## src/rtl/pixel_stream_pkg.sv

```systemverilog
// Shared definitions for the pixel stream writer and the panel driver.
// Holds the writer FSM state encoding, the RGB565 field widths, the
// frame-buffer bus widths, the write-lane constant and the pixel-to-write-data
// packing helper.
package pixel_stream_pkg;

    typedef enum logic [1:0] {
        ST_IDLE  = 2'd0,
        ST_WRITE = 2'd1,
        ST_DROP  = 2'd2
    } wr_state_e;

    localparam int RGB_R_W = 5;
    localparam int RGB_G_W = 6;
    localparam int RGB_B_W = 5;
    localparam int PIX_W   = RGB_R_W + RGB_G_W + RGB_B_W;

    localparam int ADDR_W = 16;
    localparam int WDAT_W = 24;

    // Lanes 0..2 carry the 24-bit word; lane 3 is unused by this panel.
    localparam logic [3:0] CTRL_WR_LANES = 4'b0111;

    // The pixel goes out unmodified in the low bits of the write word.
    function automatic logic [WDAT_W-1:0] pix_to_wdat(input logic [PIX_W-1:0] pix);
        return {8'h00, pix};
    endfunction

endpackage

```

## src/rtl/sync_fifo.sv

```systemverilog
// Single-clock FIFO with registered full/empty flags.
// Ports:
//   clk, rst_n           clock, asynchronous active-low reset
//   push, push_data      write request (ignored while full) and data
//   pop, pop_data        read request (ignored while empty) and head data
//   full, empty          registered occupancy flags
// DEPTH must be a power of two and at least 2.
module sync_fifo #(
    parameter int WIDTH = 17,
    parameter int DEPTH = 4
) (
    input  logic             clk,
    input  logic             rst_n,
    input  logic             push,
    input  logic [WIDTH-1:0] push_data,
    input  logic             pop,
    output logic [WIDTH-1:0] pop_data,
    output logic             full,
    output logic             empty
);

    localparam int AW = $clog2(DEPTH);
    localparam int CW = $clog2(DEPTH + 1);

    logic [WIDTH-1:0] mem_r [DEPTH];
    logic [AW-1:0]    wr_ptr_r;
    logic [AW-1:0]    rd_ptr_r;
    logic [CW-1:0]    count_r;
    logic [CW-1:0]    count_nxt_s;
    logic             full_r;
    logic             empty_r;
    logic             push_ok_s;
    logic             pop_ok_s;

    // A push is decided on the occupancy before this cycle's pop.
    assign push_ok_s = push && !full_r;
    assign pop_ok_s  = pop && !empty_r;
    assign pop_data  = mem_r[rd_ptr_r];
    assign full      = full_r;
    assign empty     = empty_r;

    // Next occupancy from this cycle's accepted push/pop.
    always_comb begin
        count_nxt_s = count_r;
        if (push_ok_s && !pop_ok_s) begin
            count_nxt_s = count_r + CW'(1);
        end else if (!push_ok_s && pop_ok_s) begin
            count_nxt_s = count_r - CW'(1);
        end else begin
            count_nxt_s = count_r;
        end
    end

    // Pointers, occupancy and flags. full resets high so nothing is
    // accepted while reset is held; it drops on the first edge after release.
    always_ff @(posedge clk or negedge rst_n) begin
        if (!rst_n) begin
            wr_ptr_r <= {AW{1'b0}};
            rd_ptr_r <= {AW{1'b0}};
            count_r  <= {CW{1'b0}};
            full_r   <= 1'b1;
            empty_r  <= 1'b1;
        end else begin
            if (push_ok_s) begin
                wr_ptr_r <= wr_ptr_r + AW'(1);
            end
            if (pop_ok_s) begin
                rd_ptr_r <= rd_ptr_r + AW'(1);
            end
            count_r <= count_nxt_s;
            full_r  <= (count_nxt_s == CW'(DEPTH));
            empty_r <= (count_nxt_s == CW'(0));
        end
    end

    // Storage array; contents need no reset because empty gates every read.
    always_ff @(posedge clk) begin
        if (push_ok_s) begin
            mem_r[wr_ptr_r] <= push_data;
        end
    end

endmodule

```

## src/rtl/pixel_stream_writer.sv

```systemverilog
// Pixel stream writer: buffers an RGB565 pixel stream and writes it in raster
// order into the panel frame buffer, tracking frame boundaries.
// Ports:
//   ctrl_clk, ctrl_resetn   clock, asynchronous active-low reset
//   s_valid/s_ready/s_sof/s_data   input pixel stream (s_sof marks frame start)
//   hold                    stall frame-buffer writes (input FIFO keeps filling)
//   ctrl_en/wr/addr/wdat    registered frame-buffer write port
//   frame_done              pulse with the write of the last pixel of a frame
//   err_short, err_long     saturating counts of short frames / over-long runs
module pixel_stream_writer
    import pixel_stream_pkg::*;
#(
    parameter int WIDTH      = 64,
    parameter int HEIGHT     = 32,
    parameter int FIFO_DEPTH = 4
) (
    input  logic                ctrl_clk,
    input  logic                ctrl_resetn,
    input  logic                s_valid,
    output logic                s_ready,
    input  logic                s_sof,
    input  logic [PIX_W-1:0]    s_data,
    input  logic                hold,
    output logic                ctrl_en,
    output logic [3:0]          ctrl_wr,
    output logic [ADDR_W-1:0]   ctrl_addr,
    output logic [WDAT_W-1:0]   ctrl_wdat,
    output logic                frame_done,
    output logic [7:0]          err_short,
    output logic [7:0]          err_long
);

    localparam int XW = (WIDTH > 1) ? $clog2(WIDTH) : 1;
    localparam int YW = (HEIGHT > 1) ? $clog2(HEIGHT) : 1;
    localparam logic [XW-1:0] X_LAST = XW'(WIDTH - 1);
    localparam logic [YW-1:0] Y_LAST = YW'(HEIGHT - 1);

    logic              fifo_full_s;
    logic              fifo_empty_s;
    logic [PIX_W:0]    fifo_dout_s;
    logic              pop_s;
    logic              pop_sof_s;
    logic [PIX_W-1:0]  pop_pix_s;

    wr_state_e         state_r;
    wr_state_e         state_nxt_s;
    logic [XW-1:0]     x_r;
    logic [YW-1:0]     y_r;
    logic [XW-1:0]     x_nxt_s;
    logic [YW-1:0]     y_nxt_s;
    logic [XW-1:0]     wr_x_s;
    logic [YW-1:0]     wr_y_s;
    logic              wr_en_s;
    logic              last_s;
    logic              short_inc_s;
    logic              long_inc_s;

    logic              ctrl_en_r;
    logic [3:0]        ctrl_wr_r;
    logic [ADDR_W-1:0] ctrl_addr_r;
    logic [WDAT_W-1:0] ctrl_wdat_r;
    logic              frame_done_r;
    logic [7:0]        err_short_r;
    logic [7:0]        err_long_r;

    sync_fifo #(
        .WIDTH (PIX_W + 1),
        .DEPTH (FIFO_DEPTH)
    ) u_fifo (
        .clk       (ctrl_clk),
        .rst_n     (ctrl_resetn),
        .push      (s_valid),
        .push_data ({s_sof, s_data}),
        .pop       (pop_s),
        .pop_data  (fifo_dout_s),
        .full      (fifo_full_s),
        .empty     (fifo_empty_s)
    );

    assign s_ready   = !fifo_full_s;
    assign pop_s     = !fifo_empty_s && !hold;
    assign pop_sof_s = fifo_dout_s[PIX_W];
    assign pop_pix_s = fifo_dout_s[PIX_W-1:0];

    // Decide what the popped pixel does: write (and where), drop, or flag.
    always_comb begin
        wr_en_s     = 1'b0;
        wr_x_s      = x_r;
        wr_y_s      = y_r;
        short_inc_s = 1'b0;
        long_inc_s  = 1'b0;
        if (pop_s) begin
            case (state_r)
                ST_WRITE: begin
                    wr_en_s = 1'b1;
                    // Any sof inside a frame means the frame was cut short.
                    if (pop_sof_s) begin
                        short_inc_s = 1'b1;
                        wr_x_s      = {XW{1'b0}};
                        wr_y_s      = {YW{1'b0}};
                    end else begin
                        wr_x_s = x_r;
                        wr_y_s = y_r;
                    end
                end
                ST_IDLE, ST_DROP: begin
                    if (pop_sof_s) begin
                        wr_en_s = 1'b1;
                        wr_x_s  = {XW{1'b0}};
                        wr_y_s  = {YW{1'b0}};
                    end else begin
                        // Only the first stray pixel of a run is counted.
                        long_inc_s = (state_r == ST_IDLE);
                    end
                end
                default: begin
                    wr_en_s = 1'b0;
                end
            endcase
        end else begin
            wr_en_s = 1'b0;
        end
    end

    // Raster advance and next state from the write decision above.
    always_comb begin
        state_nxt_s = state_r;
        x_nxt_s     = x_r;
        y_nxt_s     = y_r;
        last_s      = wr_en_s && (wr_x_s == X_LAST) && (wr_y_s == Y_LAST);
        if (wr_en_s) begin
            if (last_s) begin
                state_nxt_s = ST_IDLE;
                x_nxt_s     = {XW{1'b0}};
                y_nxt_s     = {YW{1'b0}};
            end else if (wr_x_s == X_LAST) begin
                state_nxt_s = ST_WRITE;
                x_nxt_s     = {XW{1'b0}};
                y_nxt_s     = wr_y_s + YW'(1);
            end else begin
                state_nxt_s = ST_WRITE;
                x_nxt_s     = wr_x_s + XW'(1);
                y_nxt_s     = wr_y_s;
            end
        end else if (pop_s && !pop_sof_s && (state_r != ST_WRITE)) begin
            state_nxt_s = ST_DROP;
        end else if (state_r != ST_IDLE && state_r != ST_WRITE && state_r != ST_DROP) begin
            state_nxt_s = ST_IDLE;
        end else begin
            state_nxt_s = state_r;
        end
    end

    // FSM state and raster position registers.
    always_ff @(posedge ctrl_clk or negedge ctrl_resetn) begin
        if (!ctrl_resetn) begin
            state_r <= ST_IDLE;
            x_r     <= {XW{1'b0}};
            y_r     <= {YW{1'b0}};
        end else begin
            state_r <= state_nxt_s;
            x_r     <= x_nxt_s;
            y_r     <= y_nxt_s;
        end
    end

    // Registered frame-buffer port; address/data/lanes hold between writes.
    always_ff @(posedge ctrl_clk or negedge ctrl_resetn) begin
        if (!ctrl_resetn) begin
            ctrl_en_r    <= 1'b0;
            ctrl_wr_r    <= 4'b0000;
            ctrl_addr_r  <= {ADDR_W{1'b0}};
            ctrl_wdat_r  <= {WDAT_W{1'b0}};
            frame_done_r <= 1'b0;
        end else begin
            ctrl_en_r    <= wr_en_s;
            frame_done_r <= last_s;
            if (wr_en_s) begin
                ctrl_wr_r   <= CTRL_WR_LANES;
                ctrl_addr_r <= ADDR_W'({wr_x_s, wr_y_s});
                ctrl_wdat_r <= pix_to_wdat(pop_pix_s);
            end
        end
    end

    // Saturating error counters.
    always_ff @(posedge ctrl_clk or negedge ctrl_resetn) begin
        if (!ctrl_resetn) begin
            err_short_r <= 8'd0;
            err_long_r  <= 8'd0;
        end else begin
            if (short_inc_s && (err_short_r != 8'hFF)) begin
                err_short_r <= err_short_r + 8'd1;
            end
            if (long_inc_s && (err_long_r != 8'hFF)) begin
                err_long_r <= err_long_r + 8'd1;
            end
        end
    end

    assign ctrl_en    = ctrl_en_r;
    assign ctrl_wr    = ctrl_wr_r;
    assign ctrl_addr  = ctrl_addr_r;
    assign ctrl_wdat  = ctrl_wdat_r;
    assign frame_done = frame_done_r;
    assign err_short  = err_short_r;
    assign err_long   = err_long_r;

endmodule

```

## config.mk

```make
export PLATFORM = sky130hd
export DESIGN_NAME = pixel_stream_writer
export DESIGN_NICKNAME = d
export VERILOG_FILES = /design/src/rtl/pixel_stream_pkg.sv /design/src/rtl/sync_fifo.sv /design/src/rtl/pixel_stream_writer.sv
export SDC_FILE = /design/constraint.sdc
export NUM_CORES = 1
export LEC_CHECK = 0
export CAP_MARGIN = 20
export CORE_ASPECT_RATIO = 1.4
export CORE_UTILIZATION = 25
export DETAILED_ROUTE_END_ITERATION = 8
export HOLD_SLACK_MARGIN = 0.12
export PLACE_DENSITY_LB_ADDON = 0.25
export SLEW_MARGIN = 40
export SYNTH_ARGS = -nofsm -noshare
export SYNTH_HDL_FRONTEND = slang
export SYNTH_SLANG_ARGS = --single-unit
export TNS_END_PERCENT = 1
```

## constraint.sdc

```tcl
create_clock -name ctrl_clk -period 2.49 [get_ports ctrl_clk]
set_input_delay 0.3735 -clock ctrl_clk [delete_from_list [all_inputs] [get_ports ctrl_clk]]
set_output_delay 0.3735 -clock ctrl_clk [all_outputs]
set_load 0.02 [all_outputs]
```

Word level (Yosys, flattened, before mapping)
Memories as Yosys holds them, arrays and structs flattened.
Cells that the tools add are included.

operators by class
  add/subtract/negate cells = 8
  multiply operators = 0
  div/mod/pow operators = 0
  order comparisons = 0
  eq/ne operators = 9
  shift operators = 0
  mux-type cells = 26
  bitwise operators = 0
  reductions and logical operators = 25

operators by type and width
  cell                                                                 count
  6-bit two-way mux                                                    5
  5-bit two-way mux                                                    5
  8-bit by 1-bit adder with 8-bit output (second input constant)       2
  8-bit != test (second input constant)                                2
  1-bit logical AND                                                    13
  1-bit two-way mux                                                    10
  6-bit by 1-bit adder with 6-bit output (second input constant)       1
  6-bit == test (second input constant)                                1
  1-bit zero test                                                      6
  2-bit two-way mux                                                    3
  3-bit two-way mux                                                    2
  5-bit by 1-bit adder with 5-bit output (second input constant)       1
  5-bit == test (second input constant)                                1
  2-bit by 1-bit adder with 2-bit output (second input constant)       2
  3-bit by 1-bit adder with 3-bit output (second input constant)       1
  3-bit == test (second input constant)                                1
  3-bit zero test                                                      1
  3-bit nonzero test                                                   1
  3-bit OR reduction                                                   1
  3-bit by 1-bit subtractor with 3-bit output (second input constant)  1
  2-bit by 1-bit == test with 1-bit output (second input constant)     1
  2-bit == test (second input constant)                                1
  2-bit zero test                                                      1
  2-bit by 1-bit != test with 1-bit output (second input constant)     1
  other kinds (4)                                                      4

word-level totals
  flip-flop bits (word level) = 68
  latch bits = 0
  bits in writable memories = 68
  bits in read-only memories = 0
  input port bits = 21
  logic and storage cells = 84
  memories = 1

memories
  name          words  bits a word  rd ports  clocked after memory_dff  wr ports  RTL line         text
  u_fifo.mem_r  4      17           1         0                         1         sync_fifo.sv:25  logic [WIDTH-1:0] mem_r [DEPTH];

Depth between registers and ports, before layout
  depth after elaboration = 9
  depth in mapped cells = 12
  gate-level depth less buffers = 11

Cells and area by module
From an unflattened synthesis, not the netlist that was laid out.

second synthesis, totals
  cells, all modules = 432
  area total of the unflattened synthesis = 5904.4 µm²

modules (own cells, without submodules)
  module               instances  cells each  area an instance (µm²)
  sync_fifo            1          142         3055.4
  pixel_stream_writer  1          290         2849.0

Worst setup path before layout
No wires, ideal clock.

  path type = reg2reg
  start point = register u_fifo.rd_ptr_r[0]
  end point = register y_r[2]
  library setup time = 0.066 ns
  arrival time = 2.476 ns
  slack = -0.052 ns
  cell stages (with the launch flop) = 12
  clock period less this slack = 2.542 ns
  cell sequence = dfrtp_1 mux4_2 buf_2 nand2_1 and2_1 ha_1 nand2_1 nor2_1 ha_1 or3_1 o41ai_1 a22o_1

between the ends
  elaborated cells on any way between the ends = 17
  classes of those cells = add/sub: 1; eq/ne: 2; mux: 11; reduce/logical: 2; memory: 1

RTL lines
  item                                                                            RTL line                                                text
  start: declaration                                                              sync_fifo.sv:27                                         logic [AW-1:0] rd_ptr_r;
  start signal: assignment                                                        sync_fifo.sv:59                                         rd_ptr_r <= {AW{1'b0}};
  start signal: assignment                                                        sync_fifo.sv:68                                         rd_ptr_r <= rd_ptr_r + AW'(1);
  memory 4 x 17 bit *                                                             -
  5-bit two-way mux *                                                             pixel_stream_writer.sv:97, pixel_stream_writer.sv:107
  5-bit two-way mux *                                                             -
  5-bit two-way mux *                                                             pixel_stream_writer.sv:92                               if (pop_s) begin
  via wr_y_s[0]                                                                   pixel_stream_writer.sv:52                               logic [YW-1:0] wr_y_s;
  5-bit by 1-bit adder with 5-bit output / 5-bit == test (equally long branches)  pixel_stream_writer.sv:139, pixel_stream_writer.sv:130
  5-bit two-way mux / 1-bit logical AND (equally long branches)                   pixel_stream_writer.sv:136, pixel_stream_writer.sv:130
  5-bit two-way mux *                                                             pixel_stream_writer.sv:132                              if (last_s) begin
  end signal: assignment                                                          pixel_stream_writer.sv:159                              y_r <= {YW{1'b0}};
  end signal: assignment                                                          pixel_stream_writer.sv:163                              y_r <= y_nxt_s;
  end: declaration                                                                pixel_stream_writer.sv:48                               logic [YW-1:0] y_r;

Mark *: on every way through the listed nets, which the timed path passes. The rest lies on a longest branch.
A chain may end at the register's enable or synchronous reset.

Worst setup path in the final report
Ends and elaborated chain as after synthesis.

==> impl_metrics.py <==
metrics = {
    "status": {
        "status": "finished, violations left",
        "violations": "negative setup slack",
    },
    "routing": {
        "vias": 3462,
        "drc": 0,
        "dr.pass1.iters": 4,
        "routed_wl_um": 12290,
        "via_per_inst": 4.333,
        "wl_per_cell_um": 15.38,
        "final_antenna_net_count": 0,
        "drt_iter0_drc": 133,
    },
    "setup_path": {
        "cp_num_buf_inv": 1,
        "end_kind": "flop",
        "arrival_ps": 2800,
        "crit_type": "reg2reg",
        "cp_slowest_cell": "mux4_2",
        "path_cells": "mux4_2 > nand2_4 > and2_4 > ha_4 > nand2_2 > nor2_2 > ha_2 > buf_6 > nor2_1 > o31ai_2 > o41ai_2 > a22o_1",
        "worst-path-max-fanout": 4,
        "cpLargestDelayFamily": "multiplexers",
        "slowest_delay_ps": 570,
        "crit_required_ps": 2800,
        "rr_startpoint": "u_fifo.rd_ptr_r[0]",
        "start_kind": "flop",
        "worstSetupStartpoint": "u_fifo.rd_ptr_r[0]",
    },
    "clock_network": {
        "cts_tree": "done",
        "cts-root-buf": "clkbuf_16",
        "clock_sinks": 136,
        "htreeDepth": 4,
        "clk_pin_slew_ps": 60,
        "numCtsBuffers": 17,
        "clock_latency_ps": 420,
        "clockBufferDepth": 2,
    },
    "synth": {
        "synth_edf_count": 68,
        "synthTopCellsByArea": "edfxtp_1 35%, dfrtp_1 29%, mux4_2 6.6%, mux2_2 4.9%, buf_4 2.6%",
        "synth_ff_type": "edfxtp_1",
        "yosys.area.top_type": "edfxtp_1",
        "ys_warn_count": 0,
        "synth.avg_cell_area_um2": 15.01,
        "syn_area_mm2": 0.005779,
        "yosysTopAreaCellShare_pct": 35.33,
        "ys_seq_area_share_pct": 64.82,
        "synth.distinct_cells": 49,
        "synth-seq-cells": 136,
        "syn_inst": 385,
        "async_flop_share_pct": 50.00,
    },
    "global_routing": {
        "grt_usage_pct": 11.16,
        "first_global_vias": 3574,
        "grt_max_degree": 69,
        "antenna_found_initial": 0,
        "grt_pass1_wl_um": 19470,
        "overflow": 0,
    },
    "power": {
        "p_comb_share_pct": 36.1,
        "p_per_area_mw_per_mm2": 1208,
        "power_frac_seq_pct": 36.4,
        "internal-power_uw": 6113,
        "p_sw_uw": 3113,
        "p_leak_uw": 0.002924,
        "swShare_pct": 33.74,
        "p_clk_share_pct": 27.5,
        "max-vdd-ir-drop_uv": 527.5,
    },
    "timing": {
        "setup_viol": 2,
        "worstMarginPinSlew_ps": 676.7,
        "fin_crit_sh_pct": 100.3,
        "finalWorstSetupSlack_ps": -6.632,
        "maxClockFrequency_mhz": 400.5,
        "max_slew_margin_pct": 54.89,
        "post-route-min-period_ps": 2497,
        "rsz0062_at_grt": "yes",
        "hold_viol": 0,
        "slew_violations": 0,
        "clock_skew_ps": 6.491,
    },
    "place": {
        "placed_cell_area_mm2": 0.006918,
        "post-dp-hpwl_um": 7954,
        "port_buffers": 69,
        "place_inst": 763,
        "place.gp.congestion": 0.7900,
    },
    "floorplanning": {
        "num_rows": 65,
        "design.die.area_mm2": 0.02374,
        "core-area_mm2": 0.02261,
        "dieHeight_um": 181.9,
        "initial_core_util_pct": 25.56,
        "die_w_um": 130.5,
        "ios": 84,
    },
    "finish": {
        "area_growth_syn_to_layout_pct": 32.11,
        "nets": 517,
        "drive_gt1_share_pct": 25.30,
        "stdcell_area_mm2": 0.007635,
        "antenna_cells": 0,
        "fin_cells": 799,
    },
    "worst_hold_path": {
        "hp-class": "reg2reg",
        "hp-start": "ctrl_addr[3]",
    },
    "run": {
        "max_cap_viol_count": 0,
    },
}
==> registers in the layout, summed over array words and instances (netlist names) <==
register,flops
u_fifo.full,1
u_fifo.wr_ptr_r,2
ctrl_en,1
state_r,2
u_fifo.mem_r,68
frame_done,1
ctrl_wdat,16
u_fifo.empty,1
u_fifo.rd_ptr_r,2
x_r,6
err_long,8
ctrl_addr,11
ctrl_wr,1
err_short,8
y_r,5
u_fifo.count_r,3
==> cells by family after synthesis <==
family	share of synthesized area [%]
other	0.06489
AO/OA/AOI/OAI	6.322
adder cells (fa/ha/maj)	2.381
buffers and inverters	3.832
AND/OR/NAND/NOR	8.357
flip-flops	64.82
XOR/XNOR	2.728
multiplexers	11.50
==> synthesized netlist by cell type (2+ instances only) <==
library cell and n:
and2_1 10, nor3_1 7, nand3_1 12, dfrtp_1 66
a21oi_1 4, mux4_2 17, inv_1 8, o41ai_1 2
o31ai_1 4, xor2_1 9, clkbuf_1 2, dfstp_2 2
buf_4 20, buf_2 6, or2_2 2, ha_1 11
nand2_1 23, o21ai_0 8, o211ai_1 2, a22o_1 9
nor4_1 3, nor2b_1 2, edfxtp_1 68, and3_1 3
nor2_1 16, xnor2_1 9, nor4b_1 2, mux2_2 25
nand4_1 8, a31o_2 2, a32o_1 3, nand2b_1 3
==> cell type report <==
type	count	area, um^2
multi-input combinational	225	1959
sequential	136	3746
inverter	9	33.78
clock inverter	15	163.9
clock buffer	17	425.4
fill	2257	14970
tap	301	376.6
timing repair buffer	96	929.6
==> cells in the final DEF, fill, tap and decap left out, types with 14 or more instances in the layout <==
cell type,n
buf_4,22
clkbuf_16,17
clkdlybuf4s50_1,68
conb_1,14
dfrtp_1,66
edfxtp_1,68
mux2_2,25
mux4_2,17
nand2_1,21
nor2_1,14
==> stage by stage <==
step                      utilization [%]  total power [uW]  setup TNS (ps)  setup slack [ps]  hold slack [ps]
after global placement              30.58              6721           -1028            -325.1            467.6
final                               33.77              9225          -7.700            -6.632            480.0
after detailed placement            30.60              6780           -1382            -447.4            449.6
after floorplan                         -              5458          -29.42            -14.71            77.91
after global routing                33.77              9765          -352.5            -143.0            518.5
after CTS                           33.49              9375          -177.9            -101.4            489.7
==> worst paths after layout <==
path	endpoint	slack, ps	cells past startpoint
setup / recovery	y_r[2]	-7	12
hold / removal	ctrl_addr[3]	480	2
setup reg to reg	y_r[2]	-7	12
hold reg to reg	ctrl_addr[3]	480	2
max in group asynchronous	ctrl_wdat[6]	1480	2
min in group asynchronous	ctrl_addr[3]	530	2
==> repair_timing <==
action,in CTS,in global routing
hold buffers,1,0
endpoints found under the hold margin,66,0
setup buffers,1,2
pin swaps,5,7
gates resized for setup,10,11
endpoints found under the setup margin,3,10
==> layer usage <==
metal,part of all wire (%),track usage (%)
met5,0,0
met4,2.2,4.644
met3,3.9,3.270
met2,53,19.26
met1,41,12.63
==> power by group through the flow <==
stage | clock network (uW) | registers (uW) | logic (uW)
2_1_floorplan | 0 | 3650 | 1810
3_3_place_gp | 0 | 3390 | 3330
3_5_place_dp | 0 | 3410 | 3370
4_1_cts | 2610 | 3370 | 3400
5_1_grt | 2700 | 3440 | 3630
6_report | 2530 | 3360 | 3330
==> worst reg2reg max path, delay by kind of cell, from the launching register on <==
family                     cells  cell delay (ps)
muxes                          1              570
buffers and inverters          1              110
DFF                            1              380
AOI/OAI and AO/OA              3              530
adders and majority gates      2              330
and+or+nand+nor                5              470
Power figures use the tool's default switching activity.
